File: config.mk
export PLATFORM = sky130hd
export DESIGN_NAME = seq_match_controller
export DESIGN_NICKNAME = d
export VERILOG_FILES = /design/src/rtl/seq_match_controller_pkg.sv /design/src/rtl/seq_match_controller_sync_edge_detect.sv /design/src/rtl/seq_match_controller.sv
export SDC_FILE = /design/constraint.sdc
export NUM_CORES = 1
export LEC_CHECK = 0
export CORE_MARGIN = 4
export CORE_UTILIZATION = 59
export DETAILED_ROUTE_END_ITERATION = 8
export HOLD_SLACK_MARGIN = 0.1
export PLACE_DENSITY = 0.8
export SLEW_MARGIN = 20
export SYNTH_ARGS = -nofsm -noshare
export SYNTH_HDL_FRONTEND = slang
export SYNTH_SLANG_ARGS = --single-unit
File: constraint.sdc
create_clock -name i_clk -period 3.31 [get_ports i_clk]
set_input_delay 0.993 -clock i_clk [delete_from_list [all_inputs] [get_ports i_clk]]
set_output_delay 0.993 -clock i_clk [all_outputs]
set_load 0.02 [all_outputs]
File: src/rtl/seq_match_controller_pkg.sv
// Shared types and display helpers for the serial-pattern match controller.
package seq_ctrl_pkg;

  typedef enum logic [1:0] {
    UNCFG = 2'd0,
    HUNT  = 2'd1,
    HOLD  = 2'd2
  } state_t;

  localparam logic [7:0] SEG_DASH = 8'h40;

  // Segment bits are {g,f,e,d,c,b,a}, active high.
  function automatic logic [6:0] hex7(input logic [3:0] v);
    case (v)
      4'h0: hex7 = 7'h3F;
      4'h1: hex7 = 7'h06;
      4'h2: hex7 = 7'h5B;
      4'h3: hex7 = 7'h4F;
      4'h4: hex7 = 7'h66;
      4'h5: hex7 = 7'h6D;
      4'h6: hex7 = 7'h7D;
      4'h7: hex7 = 7'h07;
      4'h8: hex7 = 7'h7F;
      4'h9: hex7 = 7'h6F;
      4'hA: hex7 = 7'h77;
      4'hB: hex7 = 7'h7C;
      4'hC: hex7 = 7'h39;
      4'hD: hex7 = 7'h5E;
      4'hE: hex7 = 7'h79;
      4'hF: hex7 = 7'h71;
    endcase
  endfunction

endpackage

File: src/rtl/seq_match_controller_sync_edge_detect.sv
// Multi-flop synchronizer for an asynchronous pin plus a rising-edge pulse.
module sync_edge_detect #(
  parameter int SYNC_STAGES = 2
) (
  input  logic i_clk,
  input  logic i_rst_n,
  input  logic i_async,
  output logic o_level,
  output logic o_rise
);

  logic [SYNC_STAGES-1:0] r_sync;
  logic                   r_prev;

  always_ff @(posedge i_clk or negedge i_rst_n) begin
    if (!i_rst_n) begin
      r_sync <= '0;
      r_prev <= 1'b0;
    end else begin
      r_sync <= {r_sync[SYNC_STAGES-2:0], i_async};
      r_prev <= r_sync[SYNC_STAGES-1];
    end
  end

  assign o_level = r_sync[SYNC_STAGES-1];
  assign o_rise  = o_level & ~r_prev;

endmodule

File: src/rtl/seq_match_controller.sv
// Serial-pattern match controller: counts pattern hits and shows them on a
// 7-segment digit, with the decimal point held for a window after each hit.
//   state | meaning
//   UNCFG | no pattern loaded, display "-", strobes ignored
//   HUNT  | searching, display hex count, dp off
//   HOLD  | recent match, display hex count, dp on until timer expires
module seq_match_controller
  import seq_ctrl_pkg::*;
#(
  parameter int SYNC_STAGES = 2,
  parameter int HOLD_CYCLES = 5000000
) (
  input  logic       i_clk,
  input  logic       i_rst_n,
  input  logic       i_ena,
  input  logic       i_bit_in,
  input  logic       i_bit_strobe,
  input  logic       i_cfg_load,
  input  logic [7:0] i_cfg_pattern,
  input  logic [2:0] i_cfg_len,
  input  logic       i_overlap_en,
  input  logic       i_clr_count,
  output logic [7:0] o_seg_out,
  output logic       o_match_pulse
);

  localparam int TW = (HOLD_CYCLES > 1) ? $clog2(HOLD_CYCLES) : 1;
  localparam logic [TW-1:0] TIMER_LOAD = TW'(HOLD_CYCLES - 1);

  logic [SYNC_STAGES-1:0] r_bit_sync;
  state_t                 r_state, w_state_nxt;
  logic [7:0]             r_history, w_hist_nxt;
  logic [3:0]             r_fill, w_fill_nxt;
  logic [3:0]             r_count, w_count_nxt;
  logic [TW-1:0]          r_timer, w_timer_nxt;
  logic [7:0]             r_pattern;
  logic [2:0]             r_len;
  logic                   r_shifted, w_shifted_nxt;
  logic [7:0]             w_mask, w_seg_nxt;
  logic                   w_bit, w_match;
  logic                   w_strobe_rise, w_cfg_rise;
  logic                   w_unused_strobe_lvl, w_unused_cfg_lvl;

  sync_edge_detect #(.SYNC_STAGES(SYNC_STAGES)) u_strobe_sync (
    .i_clk   (i_clk),
    .i_rst_n (i_rst_n),
    .i_async (i_bit_strobe),
    .o_level (w_unused_strobe_lvl),
    .o_rise  (w_strobe_rise)
  );

  sync_edge_detect #(.SYNC_STAGES(SYNC_STAGES)) u_cfg_sync (
    .i_clk   (i_clk),
    .i_rst_n (i_rst_n),
    .i_async (i_cfg_load),
    .o_level (w_unused_cfg_lvl),
    .o_rise  (w_cfg_rise)
  );

  always_ff @(posedge i_clk or negedge i_rst_n) begin
    if (!i_rst_n) r_bit_sync <= '0;
    else          r_bit_sync <= {r_bit_sync[SYNC_STAGES-2:0], i_bit_in};
  end

  assign w_bit = r_bit_sync[SYNC_STAGES-1];

  // Match is evaluated once, on the cycle right after a shift.
  always_comb begin
    w_mask  = 8'hFF >> (3'd7 - r_len);
    w_match = i_ena && r_shifted && (r_state != UNCFG) && !w_cfg_rise &&
              (r_fill >= ({1'b0, r_len} + 4'd1)) &&
              ((r_history & w_mask) == (r_pattern & w_mask));
  end

  always_comb begin
    w_state_nxt   = r_state;
    w_hist_nxt    = r_history;
    w_fill_nxt    = r_fill;
    w_count_nxt   = r_count;
    w_timer_nxt   = r_timer;
    w_shifted_nxt = r_shifted;
    if (i_ena) begin
      if (w_cfg_rise) begin
        w_state_nxt   = HUNT;
        w_hist_nxt    = '0;
        w_fill_nxt    = '0;
        w_count_nxt   = '0;
        w_timer_nxt   = '0;
        w_shifted_nxt = 1'b0;
      end else if (r_state != UNCFG) begin
        w_shifted_nxt = 1'b0;
        if (w_match && !i_overlap_en) w_fill_nxt = '0;
        if (w_strobe_rise) begin
          w_hist_nxt    = {r_history[6:0], w_bit};
          w_fill_nxt    = (w_fill_nxt == 4'd8) ? 4'd8 : w_fill_nxt + 4'd1;
          w_shifted_nxt = 1'b1;
        end
        if (w_match) begin
          w_count_nxt = r_count + 4'd1;
          w_state_nxt = HOLD;
          w_timer_nxt = TIMER_LOAD;
        end else if (r_state == HOLD) begin
          if (r_timer == '0) w_state_nxt = HUNT;
          else               w_timer_nxt = r_timer - TW'(1);
        end
        if (i_clr_count) w_count_nxt = '0;
      end
    end
    // Display is derived from next-state values so it changes on the same edge.
    if (w_state_nxt == UNCFG) w_seg_nxt = SEG_DASH;
    else                      w_seg_nxt = {w_state_nxt == HOLD, hex7(w_count_nxt)};
  end

  always_ff @(posedge i_clk or negedge i_rst_n) begin
    if (!i_rst_n) begin
      r_state       <= UNCFG;
      r_history     <= '0;
      r_fill        <= '0;
      r_count       <= '0;
      r_timer       <= '0;
      r_shifted     <= 1'b0;
      o_seg_out     <= SEG_DASH;
      o_match_pulse <= 1'b0;
    end else begin
      r_state       <= w_state_nxt;
      r_history     <= w_hist_nxt;
      r_fill        <= w_fill_nxt;
      r_count       <= w_count_nxt;
      r_timer       <= w_timer_nxt;
      r_shifted     <= w_shifted_nxt;
      o_seg_out     <= w_seg_nxt;
      o_match_pulse <= w_match;
    end
  end

  always_ff @(posedge i_clk or negedge i_rst_n) begin
    if (!i_rst_n) begin
      r_pattern <= '0;
      r_len     <= '0;
    end else if (i_ena && w_cfg_rise) begin
      r_pattern <= i_cfg_pattern;
      r_len     <= i_cfg_len;
    end
  end

endmodule

=== Word level (Yosys, flattened, before mapping) ===
Memory sizes are Yosys's and may differ from the RTL's.
Index checks and enable logic that the tools add are counted.

* Memory bits (read-only): 112
* Memories: 1
* Bits of input ports: 19
* Word-level logic and storage cells: 83
* Register bits: 70

* Shifts and indexed selects: 1
* $add $sub $neg: 5
* $lt $le $gt $ge: 1
* Reductions and logical operators: 18
* Muxes and demuxes: 31
* Equal/unequal tests: 5
* Bitwise operators: 6

{| class="wikitable"
|+ Memory list
! name !! depth !! width !! read ports !! clocked after memory_dff !! write ports !! line !! source
|-
| (name not given) || 16 || 7 || 1 || 0 || 0 || seq_match_controller_pkg.sv:14 || <nowiki>case (v)</nowiki>
|}

{| class="wikitable"
|+ Operator list
! kind !! number
|-
| two-way mux 23 bit || 5
|-
| two-way mux 4 bit || 13
|-
| two-way mux 8 bit || 4
|-
| zero test 23 bit || 1
|-
| subtractor 23 x 1 -> 23 bit, second input constant || 1
|-
| AND 8 bit || 2
|-
| two-way mux 2 bit || 6
|-
| adder 4 x 1 -> 4 bit, second input constant || 2
|-
| equality test 8 bit || 1
|-
| >> shifter 8 x 3 -> 8 bit, first input constant || 1
|-
| logical AND 1 bit || 7
|-
| nonzero test 2 bit || 3
|-
| adder 3 x 1 -> 4 bit, second input constant || 1
|-
| equality test 2 bit, second input constant || 2
|-
| equality test 4 bit, second input constant || 1
|-
| greater-or-equal comparator 4 bit || 1
|-
| AND reduction 4 bit || 1
|-
| two-way mux 1 bit || 3
|-
| inequality test 3 bit, second input constant || 1
|-
| AND reduction 3 bit || 1
|-
| nonzero test 3 bit || 1
|-
| subtractor 3 bit, first input constant || 1
|-
| AND 1 bit || 2
|-
| zero test 1 bit || 2
|-
| other kinds (3) || 4
|}

=== Logic depth before layout (Yosys ltp) ===
Gate-level depths: netlist (run 1).

* Word-level depth: 16
* Mapped depth: 16
* Depth with buffers taken out: 16

=== Hierarchy ===
A second synthesis (run 1) with hierarchy kept.

* Cells, all modules: 356
* Area total of the unflattened synthesis: 3723.6 µm²

{| class="wikitable"
|+ Modules (own cells, without submodules)
! module !! cells an instance !! area an instance (µm²) !! instances
|-
| seq_match_controller || 348 || 3545.9 || 1
|-
| sync_edge_detect || 4 || 88.8 || 2
|}

=== Worst setup path before layout (run 1) ===
OpenSTA, ideal clock, no wires.

* Kind: register to register
* From: register r_len[0]
* To: register o_seg_out[3]
* Slack: 0.333 ns
* Period minus slack after synthesis: 2.977 ns
* Path buffers: 0
* Data required time: 3.218 ns
* Library setup time: 0.092 ns
* Cell stages (with the launch flop): 16
* Data arrival time: 2.886 ns
* Path through: dfrtp_1 > ha_1 > inv_1 > ha_1 > inv_1 > ha_1 > a2111oi_4 > a2111oi_4 > nand2_4 > xnor2_2 > and2_1 > inv_1 > ha_1 > nor2_1 > mux2_4 > o31ai_2

* Longest elaborated chain between the ends: 12

{| class="wikitable"
|+ Ends and longest elaborated chain
! element !! line !! source
|-
| start: declaration || seq_match_controller.sv:37 || <nowiki>logic [2:0] r_len;</nowiki>
|-
| start signal: assignment || seq_match_controller.sv:142 || <nowiki>r_len <= i_cfg_len;</nowiki>
|-
| subtractor 3 bit || seq_match_controller.sv:69 || <nowiki>w_mask = 8'hFF >> (3'd7 - r_len);</nowiki>
|-
| >> shifter 8 x 3 -> 8 bit || seq_match_controller.sv:69 ||
|-
| AND 8 bit || seq_match_controller.sv:72 || <nowiki>((r_history & w_mask) == (r_pattern & w_mask));</nowiki>
|-
| equality test 8 bit || seq_match_controller.sv:72 ||
|-
| logical AND 1 bit * || seq_match_controller.sv:71 || <nowiki>(r_fill >= ({1'b0, r_len} + 4'd1)) &&</nowiki>
|-
| two-way mux 4 bit || seq_match_controller.sv:98 || <nowiki>if (w_match) begin</nowiki>
|-
| two-way mux 4 bit || seq_match_controller.sv:106 || <nowiki>if (i_clr_count) w_count_nxt = '0;</nowiki>
|-
| two-way mux 4 bit || seq_match_controller.sv:90 || <nowiki>end else if (r_state != UNCFG) begin</nowiki>
|-
| two-way mux 4 bit || seq_match_controller.sv:83 || <nowiki>if (w_cfg_rise) begin</nowiki>
|-
| two-way mux 4 bit || seq_match_controller.sv:82 || <nowiki>if (i_ena) begin</nowiki>
|-
| memory read (16 x 7 bit) || - ||
|-
| two-way mux 8 bit * || seq_match_controller.sv:110 || <nowiki>if (w_state_nxt == UNCFG) w_seg_nxt = SEG_DASH;</nowiki>
|-
| net w_seg_nxt[3] || seq_match_controller.sv:39 || <nowiki>logic [7:0] w_mask, w_seg_nxt;</nowiki>
|-
| end signal: assignment || seq_match_controller.sv:131 || <nowiki>o_seg_out <= w_seg_nxt;</nowiki>
|-
| end: declaration || seq_match_controller.sv:23 || <nowiki>output logic [7:0] o_seg_out,</nowiki>
|}

Mark *: on every way through the listed nets, which the timed path passes. The rest lies on a longest branch.
A chain may end at the register's enable or synchronous reset.

=== Worst setup path in the final report (run 1) ===
* From: register r_len[1]
* To: register o_seg_out[3]

* Longest elaborated chain between the ends: 12

{| class="wikitable"
|+ Ends and longest elaborated chain
! element !! line !! source
|-
| subtractor 3 bit || seq_match_controller.sv:69 ||
|-
| >> shifter 8 x 3 -> 8 bit || seq_match_controller.sv:69 ||
|-
| AND 8 bit || seq_match_controller.sv:72 ||
|-
| equality test 8 bit || seq_match_controller.sv:72 ||
|-
| logical AND 1 bit * || seq_match_controller.sv:71 ||
|-
| net w_match || seq_match_controller.sv:40 || <nowiki>logic w_bit, w_match;</nowiki>
|-
| two-way mux 4 bit * || seq_match_controller.sv:98 ||
|-
| two-way mux 4 bit * || seq_match_controller.sv:106 ||
|-
| two-way mux 4 bit * || seq_match_controller.sv:90 ||
|-
| two-way mux 4 bit * || seq_match_controller.sv:83 ||
|-
| two-way mux 4 bit * || seq_match_controller.sv:82 ||
|-
| net w_count_nxt[1] || seq_match_controller.sv:34 || <nowiki>logic [3:0] r_count, w_count_nxt;</nowiki>
|-
| memory read (16 x 7 bit) * || - ||
|-
| two-way mux 8 bit * || seq_match_controller.sv:110 ||
|-
| net w_seg_nxt[3] || seq_match_controller.sv:39 ||
|}

Marked as above.

==> impl_summary.log, run 1 <==
INFO  metric clkSlewWorstSetupHoldPaths = 80 ps
INFO  metric cp.depth = 17
INFO  metric worst_case_reg_to_reg_path_depth = 17
INFO  metric count_of_state_elements_after_synthesis = 70
INFO  metric upper_clock_frequency_limit = 320 MHz
INFO  metric synth-compound-area-share = 0.195
INFO  metric total_leakage_power = 0.00200 µW
INFO  metric setup.worst_path.class = reg2reg
INFO  metric critical_path_required = 3540 ps
INFO  metric clock_sink_count = 70
INFO  metric synth_edf_count = 0
INFO  metric crit_path_cell_trace = ha_1 > inv_1 > ha_1 > inv_1 > ha_1 > o21a_1 > nor2_1 > a2111oi_4 > buf_4 > nand2_4 > inv_2 > a221oi_4 > inv_2 > ha_1 > nor2_1 > mux2_4 > o31ai_2
INFO  metric core = 0.00606 mm²
INFO  metric ys_types = 62
INFO  metric top_usage_layer = met2
INFO  metric run_status = finished clean
INFO  metric die_h = 87.9 µm
INFO  metric clk-insertion-delay-late = 350 ps
INFO  metric finClkSkew = 7.79 ps
INFO  metric post_synth_fa_ha_maj_area_fraction = 0.0498
INFO  metric ff_latch_area = 0.00175 mm²
INFO  metric place.detailed.hpwl = 5.44 mm
INFO  metric timing.hold.worst_path_depth = 0
INFO  metric finalCriticalPeriod = 3120 ps
INFO  metric post_drt_via_cell_ratio = 6.00
INFO  metric gr-usage-met3 = 0.0461
INFO  metric cts_htree_levels = 3
INFO  metric gp_congestion = 0.858
INFO  metric setup.worst_path.start_class = register
INFO  metric cp.arrival = 3350 ps
INFO  metric hold_viol = 0
INFO  metric track_usage = 0.220
INFO  metric hp-class = reg2reg
INFO  metric clock_path_buffers = 2
INFO  metric number_of_cell_rows = 28
INFO  metric synth.net_count = 389
INFO  metric firstDrtPassIters = 4
INFO  metric dieWidth = 87.9 µm
INFO  metric tightestPinTransition = 779 ps
INFO  metric design.final.nets = 432
INFO  metric crit_path_max_fanout = 7
INFO  metric worstSetupEndpointType = register
INFO  metric ys_seq_area_frac = 0.465
INFO  metric starting_utilization_of_the_core_area = 0.622
INFO  metric cts_tree = done
INFO  metric cts_root_buf = sky130_fd_sc_hd__clkbuf_8
INFO  metric crit_buf_inv = 5
INFO  metric routed_wire_length = 7.86 mm
INFO  metric cts_made_buffers = 9
INFO  metric crit_family = adder cells
INFO  metric via_count_of_the_first_global_routing_pass = 2,805
INFO  metric avgRoutedWirePerCell = 16.4 µm
INFO  metric vias = 2,869
INFO  metric syn_inst = 355
INFO  metric area_delta_synth_final = 17.6%
INFO  metric report.final.setup_viol = 0
INFO  metric power.density = 587 mW/mm²
INFO  metric period_utilization_post_route = 0.943
INFO  metric gr-total-overflow = 0
INFO  metric post_synth_simple_gate_area = 0.161
INFO  metric met2_usage_in_global_routing = 0.340
INFO  metric layout_setup_ws = 188 ps
INFO  metric hold_buffers = 0
INFO  metric synth_top_family_by_area = compound AO/OA/AOI/OAI gates
INFO  metric synthesis.yosys.warnings = 0
INFO  metric vdd_ir_drop_max = 384 µV
INFO  metric post_synthesis_mux_area_share = 0.0409
INFO  metric groute.layer.met1.usage = 0.303
INFO  metric drt_antenna_net_count = 0
INFO  metric layout-drive-gt1-share = 0.184
INFO  metric placement.setup.worst_slack = -76.2 ps
INFO  metric number_of_buffer_cells_added_on_primary_ports = 27
INFO  metric place.detailed.instances = 459
INFO  metric multiInputGateArea = 0.00188 mm²
INFO  metric grt_start_max_net_pins = 46
INFO  metric fin_cells = 478
INFO  metric worst_path_largest_cell_delay = 410 ps
INFO  metric nFillCells = 441
INFO  metric total_power = 2600 µW
INFO  metric grt_antenna_before_repair = 0
INFO  metric maxCapViolCount = 0
INFO  metric syn_area = 0.00377 mm²
INFO  metric pin_count = 28
INFO  metric rsz0062_at_grt = false
INFO  metric initialDrtViolationCount = 256
INFO  metric die_area = 0.00773 mm²
INFO  metric avgSynthCellArea = 10.6 µm²
INFO  metric synth-xor-area-share = 0.0525
INFO  metric worst_slew_margin_rel = 0.476
INFO  metric grt_first_pass_wirelength = 13.1 mm
INFO  metric critical-path-slowest-cell = sky130_fd_sc_hd__dfrtp_1
INFO  metric synth-async-reset-ratio = 1.00
INFO  metric synth_top_flop_cell = sky130_fd_sc_hd__dfrtp_1
INFO  metric drc_errors = 0
INFO  metric number_of_diodes = 0
INFO  metric final_max_slew_viol_count = 0
INFO  metric worst_path_most_repeated_cell = sky130_fd_sc_hd__ha_1
metal layers:
layer,up-vias,share of wire
met2,95,0.49
li1,1374,-
met5,-,0
met1,1388,0.44
met3,12,0.057
met4,0,0.014
cells by family (layout without fill, tap and decap cells):
group,after synthesis,after routing
AOI/OAI and AO/OA,89,89
xor gates and xnor gates,20,20
adders and majority gates,15,15
buffers and inverters,33,81
DFF,70,70
muxes,13,13
and+or+nand+nor,115,115
cells in the mapped netlist (2+ instances only):
| cell type | instances | area share |
|---|---|---|
| sky130_fd_sc_hd__nand3_1 | 11 | 0.015 |
| sky130_fd_sc_hd__a21oi_1 | 16 | 0.021 |
| sky130_fd_sc_hd__o21ai_0 | 10 | 0.013 |
| sky130_fd_sc_hd__and2_1 | 3 | 0.0050 |
| sky130_fd_sc_hd__a2111oi_4 | 3 | 0.022 |
| sky130_fd_sc_hd__xnor2_2 | 3 | 0.013 |
| sky130_fd_sc_hd__o211ai_1 | 2 | 0.0040 |
| sky130_fd_sc_hd__a21o_1 | 3 | 0.0060 |
| sky130_fd_sc_hd__a211oi_1 | 3 | 0.0060 |
| sky130_fd_sc_hd__xor2_1 | 11 | 0.026 |
| sky130_fd_sc_hd__ha_1 | 15 | 0.050 |
| sky130_fd_sc_hd__mux2_2 | 11 | 0.033 |
| sky130_fd_sc_hd__o21ai_1 | 4 | 0.0053 |
| sky130_fd_sc_hd__dfrtp_1 | 69 | 0.46 |
| sky130_fd_sc_hd__a31oi_1 | 7 | 0.012 |
| sky130_fd_sc_hd__nor4_1 | 5 | 0.0083 |
| sky130_fd_sc_hd__nand4_1 | 6 | 0.010 |
| sky130_fd_sc_hd__xnor2_1 | 6 | 0.014 |
| sky130_fd_sc_hd__a41oi_1 | 6 | 0.014 |
| sky130_fd_sc_hd__nor3_1 | 9 | 0.012 |
| sky130_fd_sc_hd__nand2_1 | 22 | 0.022 |
| sky130_fd_sc_hd__nor2_1 | 33 | 0.033 |
| sky130_fd_sc_hd__nor2b_1 | 4 | 0.0066 |
| sky130_fd_sc_hd__buf_2 | 3 | 0.0040 |
| sky130_fd_sc_hd__or3_1 | 4 | 0.0066 |
| sky130_fd_sc_hd__inv_1 | 15 | 0.015 |
| sky130_fd_sc_hd__and3_1 | 2 | 0.0033 |
| sky130_fd_sc_hd__o2111ai_1 | 3 | 0.0070 |
| sky130_fd_sc_hd__o22a_1 | 11 | 0.026 |
| sky130_fd_sc_hd__clkbuf_1 | 8 | 0.0080 |
| sky130_fd_sc_hd__mux2_4 | 2 | 0.0080 |
| sky130_fd_sc_hd__a22o_1 | 9 | 0.021 |
| sky130_fd_sc_hd__inv_2 | 4 | 0.0040 |
| sky130_fd_sc_hd__nand2b_1 | 4 | 0.0066 |
stage by stage:
step,hold slack [ps],util,area (µm²),setup TNS (ps)
global placement,333,0.692,4200,-11.7
detailed placement,340,0.692,4200,-354
CTS,356,0.727,4410,0
global route,358,0.731,4430,0
finish,355,0.731,4430,0
floorplan,331,-,3770,0
path summary, 6_finish.rpt:
| check | start | to | slack (ps) |
|---|---|---|---|
| worst min register to register | r_bit_sync[0] | r_bit_sync[1] | 350 |
| max in group asynchronous | i_rst_n | r_timer[13] | 2030 |
| worst min-delay path | r_bit_sync[0] | r_bit_sync[1] | 350 |
| min in group asynchronous | i_rst_n | r_pattern[6] | 640 |
| worst max register to register | r_len[1] | o_seg_out[3] | 190 |
| worst max-delay path | r_len[1] | o_seg_out[3] | 190 |
where the power goes:
part	switching (µW)	internal (µW)	leakage, µW
clock network	326	423	0.000106
logic	369	331	0.00101
registers	156	998	0.000878
repair_timing:
action                     CTS  global route
setup buffers                0             3
gates resized for setup      0             4
setup endpoints to repair    0             9
final cells by class:
type | count | area share
sequential | 70 | 0.396
clock inverter | 6 | 0.0195
multi-input combinational | 252 | 0.424
inverter | 20 | 0.0181
tap | 75 | 0.0212
clock buffer | 10 | 0.0288
timing repair buffer | 45 | 0.0932
registers in the layout, summed over array words and instances (netlist names), 2 cells and up:
register	count
u_strobe_sync.r_sync	2
r_state	2
r_bit_sync	2
r_history	8
r_count	4
u_cfg_sync.r_sync	2
o_seg_out	8
r_fill	4
r_timer	23
r_pattern	8
r_len	3
worst register-to-register path, delay by kind of cell, from the launching register on:
| kind | cells | cell delay [ps] |
|---|---|---|
| compound gates | 4 | 640 |
| fa+ha+maj | 4 | 960 |
| buf+inv | 5 | 490 |
| flops | 1 | 410 |
| mux | 1 | 150 |
| simple gates | 3 | 350 |
layout by cell type, fill, tap and decap left out, types with 3 or more instances in the layout:
cell type	n
sky130_fd_sc_hd__nand4_1	6
sky130_fd_sc_hd__nor2_1	33
sky130_fd_sc_hd__mux2_2	11
sky130_fd_sc_hd__xnor2_2	3
sky130_fd_sc_hd__inv_1	14
sky130_fd_sc_hd__o21ai_1	5
sky130_fd_sc_hd__nor3_1	9
sky130_fd_sc_hd__a21oi_1	16
sky130_fd_sc_hd__ha_1	15
sky130_fd_sc_hd__dfrtp_1	69
sky130_fd_sc_hd__a31oi_1	7
sky130_fd_sc_hd__nand2_1	22
sky130_fd_sc_hd__a21o_1	3
sky130_fd_sc_hd__inv_2	5
sky130_fd_sc_hd__nor2b_1	4
sky130_fd_sc_hd__a2111oi_4	3
sky130_fd_sc_hd__a211oi_1	3
sky130_fd_sc_hd__clkdlybuf4s50_1	26
sky130_fd_sc_hd__clkbuf_8	9
sky130_fd_sc_hd__o22a_1	11
sky130_fd_sc_hd__nor4_1	5
sky130_fd_sc_hd__nand3_1	11
sky130_fd_sc_hd__or3_1	4
sky130_fd_sc_hd__a41oi_1	6
sky130_fd_sc_hd__xnor2_1	6
sky130_fd_sc_hd__and2_1	3
sky130_fd_sc_hd__nand2b_1	4
sky130_fd_sc_hd__a22o_1	9
sky130_fd_sc_hd__xor2_1	11
sky130_fd_sc_hd__buf_4	17
sky130_fd_sc_hd__o2111ai_1	3
sky130_fd_sc_hd__o21ai_0	9
(Power assumes the default switching activity.)
==> run 2, diff against run 1 <==
- CAP_MARGIN: unset -> 15
==> results of run 2 <==
No change in the layout: final DEF, timing and power equal those of run 1.
